--- src/rtl/ldst_sequencer.sv ---
// Control-step sequencer for instruction fetch and the offset-addressed
// memory instructions ld, ldi and st. Moore FSM with registered outputs,
// bounded handshake stalls and a sticky fault report.
module ldst_sequencer #(
   parameter int unsigned           DATA_WIDTH = 32,
   parameter int unsigned           OPC_WIDTH  = 5,
   parameter logic [OPC_WIDTH-1:0]  OPC_LD     = OPC_WIDTH'(0),
   parameter logic [OPC_WIDTH-1:0]  OPC_LDI    = OPC_WIDTH'(1),
   parameter logic [OPC_WIDTH-1:0]  OPC_ST     = OPC_WIDTH'(2),
   parameter logic [5:0]            ALU_ADD    = 6'd4,
   parameter int unsigned           WAIT_LIMIT = 16
) (
   input  logic                  Clock,
   input  logic                  clear,
   input  logic                  run,
   input  logic [DATA_WIDTH-1:0] ir,
   input  logic                  memFinished,
   input  logic                  aluFinished,
   output logic                  PCout,
   output logic                  IncPC,
   output logic                  MARin,
   output logic                  Read,
   output logic                  Write,
   output logic                  MDRin,
   output logic                  MDRout,
   output logic                  IRin,
   output logic                  Gra,
   output logic                  Grb,
   output logic                  Rout,
   output logic                  Rin,
   output logic                  BAout,
   output logic                  RYin,
   output logic                  Immout,
   output logic                  RZin,
   output logic                  RZLOout,
   output logic                  aluStart,
   output logic [5:0]            opSelect,
   output logic [3:0]            step,
   output logic                  done,
   output logic                  fault,
   output logic [1:0]            faultCode
);

   localparam int unsigned CNT_W = (WAIT_LIMIT > 2) ? $clog2(WAIT_LIMIT) : 1;
   localparam logic [CNT_W-1:0] CNT_LAST = CNT_W'(WAIT_LIMIT - 1);

   typedef enum logic [3:0] {
      S_IDLE  = 4'd0,
      S_T0    = 4'd1,
      S_T1    = 4'd2,
      S_T2    = 4'd3,
      S_T3    = 4'd4,
      S_T4    = 4'd5,
      S_T5    = 4'd6,
      S_T6    = 4'd7,
      S_T7    = 4'd8,
      S_DONE  = 4'd9,
      S_FAULT = 4'd15
   } state_t;

   typedef struct packed {
      logic pc_out, inc_pc, mar_in, read, write, mdr_in, mdr_out, ir_in;
      logic gra, grb, r_out, r_in, ba_out, ry_in, imm_out, rz_in, rzlo_out;
   } ctl_t;

   state_t                state_q, state_d;
   logic [CNT_W-1:0]      cnt_q, cnt_d;
   logic [OPC_WIDTH-1:0]  opc_q, opc_d;
   logic [1:0]            fcode_q, fcode_d;
   ctl_t                  ctl_q, ctl_d;
   logic                  alu_start_q, alu_start_d;
   logic [5:0]            op_sel_q, op_sel_d;
   logic                  done_q, done_d;
   logic                  fault_q, fault_d;
   logic [OPC_WIDTH-1:0]  ir_opc;
   logic                  ir_legal;
   logic                  unused_ir_bits;

   assign ir_opc         = ir[DATA_WIDTH-1 -: OPC_WIDTH];
   assign ir_legal       = (ir_opc == OPC_LD) || (ir_opc == OPC_LDI) || (ir_opc == OPC_ST);
   assign unused_ir_bits = ^ir[DATA_WIDTH-OPC_WIDTH-1:0];

   // State, wait counter, latched opcode and all outputs
   always_ff @(posedge Clock or negedge clear) begin
      if (!clear) begin
         state_q     <= S_IDLE;
         cnt_q       <= '0;
         opc_q       <= '0;
         fcode_q     <= '0;
         ctl_q       <= '0;
         alu_start_q <= 1'b0;
         op_sel_q    <= '0;
         done_q      <= 1'b0;
         fault_q     <= 1'b0;
      end else begin
         state_q     <= state_d;
         cnt_q       <= cnt_d;
         opc_q       <= opc_d;
         fcode_q     <= fcode_d;
         ctl_q       <= ctl_d;
         alu_start_q <= alu_start_d;
         op_sel_q    <= op_sel_d;
         done_q      <= done_d;
         fault_q     <= fault_d;
      end
   end

   // Next state, then outputs decoded from the state being entered
   always_comb begin
      state_d     = state_q;
      cnt_d       = cnt_q;
      opc_d       = opc_q;
      fcode_d     = fcode_q;
      ctl_d       = '0;
      alu_start_d = 1'b0;
      op_sel_d    = '0;
      done_d      = 1'b0;
      fault_d     = 1'b0;

      case (state_q)
         S_IDLE: if (run) state_d = S_T0;
         S_T0: begin
            state_d = S_T1;
            cnt_d   = '0;
         end
         S_T1: begin
            if (memFinished)            state_d = S_T2;
            else if (cnt_q == CNT_LAST) begin state_d = S_FAULT; fcode_d = 2'b01; end
            else                        cnt_d = cnt_q + CNT_W'(1);
         end
         S_T2: state_d = S_T3;
         S_T3: begin
            opc_d = ir_opc;
            if (ir_legal) begin state_d = S_T4; cnt_d = '0; end
            else          begin state_d = S_FAULT; fcode_d = 2'b11; end
         end
         S_T4: begin
            if (aluFinished)            state_d = S_T5;
            else if (cnt_q == CNT_LAST) begin state_d = S_FAULT; fcode_d = 2'b10; end
            else                        cnt_d = cnt_q + CNT_W'(1);
         end
         S_T5: begin
            if (opc_q == OPC_LDI) state_d = S_DONE;
            else begin state_d = S_T6; cnt_d = '0; end
         end
         S_T6: begin
            if (opc_q != OPC_LD)        begin state_d = S_T7; cnt_d = '0; end
            else if (memFinished)       state_d = S_T7;
            else if (cnt_q == CNT_LAST) begin state_d = S_FAULT; fcode_d = 2'b01; end
            else                        cnt_d = cnt_q + CNT_W'(1);
         end
         S_T7: begin
            if (opc_q != OPC_ST)        state_d = S_DONE;
            else if (memFinished)       state_d = S_DONE;
            else if (cnt_q == CNT_LAST) begin state_d = S_FAULT; fcode_d = 2'b01; end
            else                        cnt_d = cnt_q + CNT_W'(1);
         end
         S_DONE:  state_d = run ? S_T0 : S_IDLE;
         S_FAULT: state_d = S_FAULT;
         default: state_d = S_IDLE;
      endcase

      case (state_d)
         S_T0: ctl_d.inc_pc = 1'b1;
         S_T1: begin
            ctl_d.pc_out = 1'b1; ctl_d.mar_in = 1'b1;
            ctl_d.read   = 1'b1; ctl_d.mdr_in = 1'b1;
         end
         S_T2: begin ctl_d.mdr_out = 1'b1; ctl_d.ir_in = 1'b1; end
         S_T3: begin
            ctl_d.grb    = 1'b1; ctl_d.ba_out = 1'b1;
            ctl_d.r_out  = 1'b1; ctl_d.ry_in  = 1'b1;
         end
         S_T4: begin
            ctl_d.imm_out = 1'b1; ctl_d.rz_in = 1'b1;
            op_sel_d      = ALU_ADD;
            alu_start_d   = (state_q != S_T4);
         end
         S_T5: begin
            ctl_d.rzlo_out = 1'b1;
            op_sel_d       = ALU_ADD;
            if (opc_d == OPC_LDI) begin ctl_d.gra = 1'b1; ctl_d.r_in = 1'b1; end
            else                   ctl_d.mar_in = 1'b1;
         end
         S_T6: begin
            ctl_d.mdr_in = 1'b1;
            if (opc_d == OPC_LD) ctl_d.read = 1'b1;
            else begin ctl_d.gra = 1'b1; ctl_d.r_out = 1'b1; end
         end
         S_T7: begin
            if (opc_d == OPC_ST) ctl_d.write = 1'b1;
            else begin ctl_d.mdr_out = 1'b1; ctl_d.gra = 1'b1; ctl_d.r_in = 1'b1; end
         end
         S_DONE:  done_d  = 1'b1;
         S_FAULT: fault_d = 1'b1;
         default: ;
      endcase
   end

   assign PCout     = ctl_q.pc_out;
   assign IncPC     = ctl_q.inc_pc;
   assign MARin     = ctl_q.mar_in;
   assign Read      = ctl_q.read;
   assign Write     = ctl_q.write;
   assign MDRin     = ctl_q.mdr_in;
   assign MDRout    = ctl_q.mdr_out;
   assign IRin      = ctl_q.ir_in;
   assign Gra       = ctl_q.gra;
   assign Grb       = ctl_q.grb;
   assign Rout      = ctl_q.r_out;
   assign Rin       = ctl_q.r_in;
   assign BAout     = ctl_q.ba_out;
   assign RYin      = ctl_q.ry_in;
   assign Immout    = ctl_q.imm_out;
   assign RZin      = ctl_q.rz_in;
   assign RZLOout   = ctl_q.rzlo_out;
   assign aluStart  = alu_start_q;
   assign opSelect  = op_sel_q;
   assign step      = state_q;
   assign done      = done_q;
   assign fault     = fault_q;
   assign faultCode = fcode_q;

endmodule

--- config.mk ---
export PLATFORM = sky130hd
export DESIGN_NAME = ldst_sequencer
export DESIGN_NICKNAME = d
export VERILOG_FILES = /design/src/rtl/ldst_sequencer.sv
export SDC_FILE = /design/constraint.sdc
export NUM_CORES = 1
export LEC_CHECK = 0
export CORE_UTILIZATION = 30
export DETAILED_ROUTE_END_ITERATION = 6
export GPL_ROUTABILITY_DRIVEN = 0
export PLACE_DENSITY = 0.7
export SYNTH_ARGS = -nofsm -noshare
export SYNTH_HDL_FRONTEND = slang
export SYNTH_SLANG_ARGS = --single-unit
--- constraint.sdc ---
create_clock -name Clock -period 2.05 [get_ports Clock]
set_input_delay 0.41 -clock Clock [delete_from_list [all_inputs] [get_ports Clock]]
set_output_delay 0.41 -clock Clock [all_outputs]
set_load 0.02 [all_outputs]
# Word level (Yosys, flattened, before mapping)
# Index checks and enable logic that the tools add are counted.
op_classes:
  reduce_logical: 12
  eq_ne: 35
  n_addsub: 1
  n_mux: 54
ops:
  columns: ["cell", "n"]
  rows:
  - ["two-way mux 4 bit", 17]
  - ["case mux 4 bit (11 select lines)", 1]
  - ["equality test 4 x 3 -> 1 bit, second input constant", 8]
  - ["equality test 4 bit, second input constant", 7]
  - ["case mux 4 bit (7 select lines)", 1]
  - ["two-way mux 2 bit", 9]
  - ["two-way mux 1 bit", 17]
  - ["equality test 4 x 2 -> 1 bit, second input constant", 4]
  - ["equality test 5 x 1 -> 1 bit, second input constant", 3]
  - ["!= test 2 bit, second input constant", 7]
  - ["equality test 5 x 2 -> 1 bit, second input constant", 2]
  - ["logical NOT 5 bit", 2]
  - ["case mux 1 bit (2 select lines)", 5]
  - ["case mux 2 bit (5 select lines)", 1]
  - ["nonzero test 5 bit", 2]
  - ["equality test 4 x 1 -> 1 bit, second input constant", 2]
  - ["nonzero test 7 bit", 1]
  - ["AND reduction 6 bit", 1]
  - ["two-way mux 5 bit", 1]
  - ["!= test 5 x 2 -> 1 bit, second input constant", 1]
  - ["AND reduction 5 bit", 1]
  - ["adder 4 x 1 -> 4 bit, second input constant", 1]
  - ["logical NOT 4 bit", 1]
  - ["!= test 4 x 3 -> 1 bit, second input constant", 1]
  - ["other kinds (4)", 6]
totals:
  out_inout_bits: 32
  register_bits: 41
  word_cells: 127

# Logic depth before layout (Yosys ltp)
depth:
  word_depth: 8
  ltp_mapped: 9

# Worst setup path after synthesis
# Ideal clock, no wire load.
synth_path:
  path_type: "reg-to-reg"
  startpoint: "register state_q[1] (netlist: step[1])"
  endpoint: "register ctl_q (netlist bit Gra)"
  setup_slack_ns: -0.289
  path_stages_with_launch: 8
  path_buffers: 1
  t_arrival_ns: 2.238
  period_less_slack_ns: 2.339
  required_time_ns: 1.949
  cell_sequence: "dfrtp_1 buf_6 nor4b_4 mux2_2 or3_4 nor3b_1 nand2_1 o311ai_2"
synth_rtl:
  columns: ["item", "line", "text"]
  rows:
  - ["from (decl)", "66", "state_t state_q, state_d;"]
  - ["from (signal assigned)", "96", "state_q <= state_d;"]
  - ["to (signal assigned)", "100", "ctl_q <= ctl_d;"]
  - ["to (decl)", "70", "ctl_t ctl_q, ctl_d;"]

==> results.json <==
{
  "cp-end-kind": "register",
  "first_pass_iters": 6,
  "synth-simple-area-share_pct": 24.81,
  "first_global_vias": 1752,
  "cap_violations": 0,
  "clock_path_buffers": 2,
  "synth-compound-area-share_pct": 20.10,
  "rsz0062_at_grt": "yes",
  "ant_nets": 0,
  "fp.dieW_um": 84.00,
  "num_rows": 29,
  "crit_type": "register to register",
  "nNetsFinal": 318,
  "clock-root-buffer": "clkbuf_8",
  "drc": 6,
  "fin_crit_ns": 2.155,
  "peakVddDrop_uv": 210.2,
  "grt_first_pass_wirelength_um": 8314,
  "violations": "design-rule violations, negative setup slack",
  "wl_met1_um": 2261,
  "synth_edf_count": 0,
  "cp_max_fo": 8,
  "yosys.area.top_type": "dfrtp_1",
  "relSlewSlack_pct": 57.96,
  "setup_viol": 10,
  "drt_iter0_drc": 105,
  "fin_ws_ns": -0.1052,
  "wl_met2_um": 2655,
  "top_layer_used": "met4",
  "worst_pin_slew_ns": 0.6264,
  "startpoint_type": "register",
  "cts.htree.levels": 2,
  "fillers": 574,
  "yosysTopAreaCellShare_pct": 40.94,
  "final.setup.tns_ns": -0.5664,
  "drive_gt1_share_pct": 41.64,
  "p_leak_nw": 1.300,
  "final_area_mm2": 0.003000,
  "diodes": 0,
  "period_share_pct": 105.1,
  "total_power_mw": 1.185,
  "synthTopCellsByArea": "dfrtp_1 41%, buf_4 3.7%, nand2_1 2.6%",
  "place_area_mm2": 0.002760,
  "clock_latency_ns": 0.28,
  "yosysSeqAreaShare_pct": 40.94,
  "place_hpwl_um": 3878,
  "grt_antenna_before_repair": 0,
  "synth_warnings": 0,
  "final_common_cell": "buf_4",
  "syn_area_mm2": 0.002017,
  "clock_sinks": 33,
  "cts_buffers": 5,
  "synth-adder-area-share_pct": 0.6203,
  "synth_seq_cells": 33,
  "worst-endpoint-arrival_ns": 2.33,
  "initial_core_util_pct": 31.40,
  "synthCells": 196,
  "drt-total-wl_um": 5173,
  "synth.distinct_cells": 73,
  "hold_depth": 2,
  "syn_to_final_growth_pct": 48.76,
  "synth_xor_area_share_pct": 0.8685,
  "syn_area_per_cell_um2": 10.29,
  "min_path_type": "register to register",
  "placedCellCount": 346,
  "instances_no_fill": 358,
  "rr_startpoint": "step[1]",
  "die_y_um": 84.00,
  "cts_tree": "done",
  "required_ns": 2.23,
  "fin_worst_skew_ns": 0.007164,
  "synth_top_family_by_area": "simple AND/OR/NAND/NOR gates",
  "port_buffers": 36,
  "synth-main-ff-cell": "dfrtp_1",
  "viasPerCell": 4.964,
  "crit_start": "step[1]",
  "most-common-layout-cells": "49 x buf_4, 35 x clkdlybuf4s50_1, 31 x dfrtp_1",
  "muxShareOfSynthArea_pct": 3.722,
  "met3_length_um": 239,
  "vias": 1777,
  "core-area_mm2": 0.006422,
  "hp-start": "faultCode[1]",
  "ios": 69,
  "async_flop_share_pct": 100.0,
  "grt_overflow": 0,
  "status": "finished with violations",
  "fmax_mhz": 464.0,
  "p_per_area_mw_per_mm2": 395.0,
  "rr_worst_depth": 7,
  "final_max_slew_viol_count": 0,
  "grt_util_all_layers_pct": 14.63,
  "hold_viol": 0,
  "grt_max_degree": 34,
  "routedWlPerCell_um": 14.45,
  "dieArea_mm2": 0.007055,
  "cts.clk_slew.worst_paths_ns": 0.07
}
## flip-flops by register name, indices dropped and copies added (netlist names), 2 cells and up
| signal | count |
|---|---|
| opc_q | 5 |
| cnt_q | 4 |
| step | 4 |
| faultCode | 2 |
## synthesized netlist by cell type, drive strengths merged (3+ instances only)
cell type / number
a31oi: 4
nand3: 8
mux2: 4
and3: 5
nand2b: 3
and2b: 3
buf: 15
nand2: 19
a211oi: 3
o21ai: 7
mux2i: 3
a21oi: 11
nor3: 7
or2: 4
nor2: 7
dfrtp: 33
inv: 8
nor4: 5
o31ai: 3
## metrics by stage
step	utilization (%)	hold slack, ns	setup WS [ns]
after floorplan	-	0.1144	-0.2615
after global placement	42.98	0.4913	-0.3490
after detailed placement	42.98	0.5132	-0.3558
after CTS	45.33	0.5271	-0.07403
after global routing	46.72	0.5473	-0.1996
final	46.72	0.5174	-0.1052
## worst max-delay path, stage by stage, from the launching register on
cell and delay, ns:
dfrtp_1 0.42, buf_4 0.19, or4b_4 0.52, mux2i_2 0.24, a21oi_1 0.18, nand2_2 0.14
nand2_4 0.10, o31ai_1 0.27
## path summary, 6_finish.rpt
check / endpoint / slack, ns
min: faultCode[1] / 0.52
min in group asynchronous: faultCode[0] / 0.54
max: Rout / -0.11
min reg2reg: faultCode[1] / 0.52
max reg2reg: Rout / -0.11
max in group asynchronous: step[3] / 1.17
## where the power goes
group	switching (mW)	internal, mW
clock network	0.231	0.234
registers	0.00162	0.652
logic	0.0355	0.0312
total	0.268	0.917
## timing repair
action,4_1_cts,5_1_grt
gates cloned,0,0
pin swaps,5,9
hold buffers,0,0
resized for setup,12,18
setup buffers,2,2
endpoints found under the setup margin,13,18
## cell type report
cell class	count	area [um^2]	share of cell area [%]
clock buffer	5	68.82	2.294
clock inverter	3	17.52	0.5838
inverter	8	30.03	1.001
multi-input combinational	142	1164	38.78
sequential	33	828.3	27.61
tap	77	96.34	3.211
timing repair buffer	90	795.8	26.52
## metal layers
layer	vias up	GRT usage [%]
met3	3	3.660
met1	846	18.71
li1	884	-
met4	0	3.605
met2	44	24.66
met5	-	0
## logic make-up (layout without fill, tap and decap cells)
| family | after synthesis | after routing |
|---|---|---|
| buf+inv | 25 | 106 |
| other cells | 1 | 5 |
| simple gates | 75 | 75 |
| mux | 7 | 7 |
| xor+xnor | 2 | 2 |
| fa+ha+maj | 1 | 1 |
| flops | 33 | 33 |
| compound gates | 52 | 52 |
(Power assumes the default switching activity.)
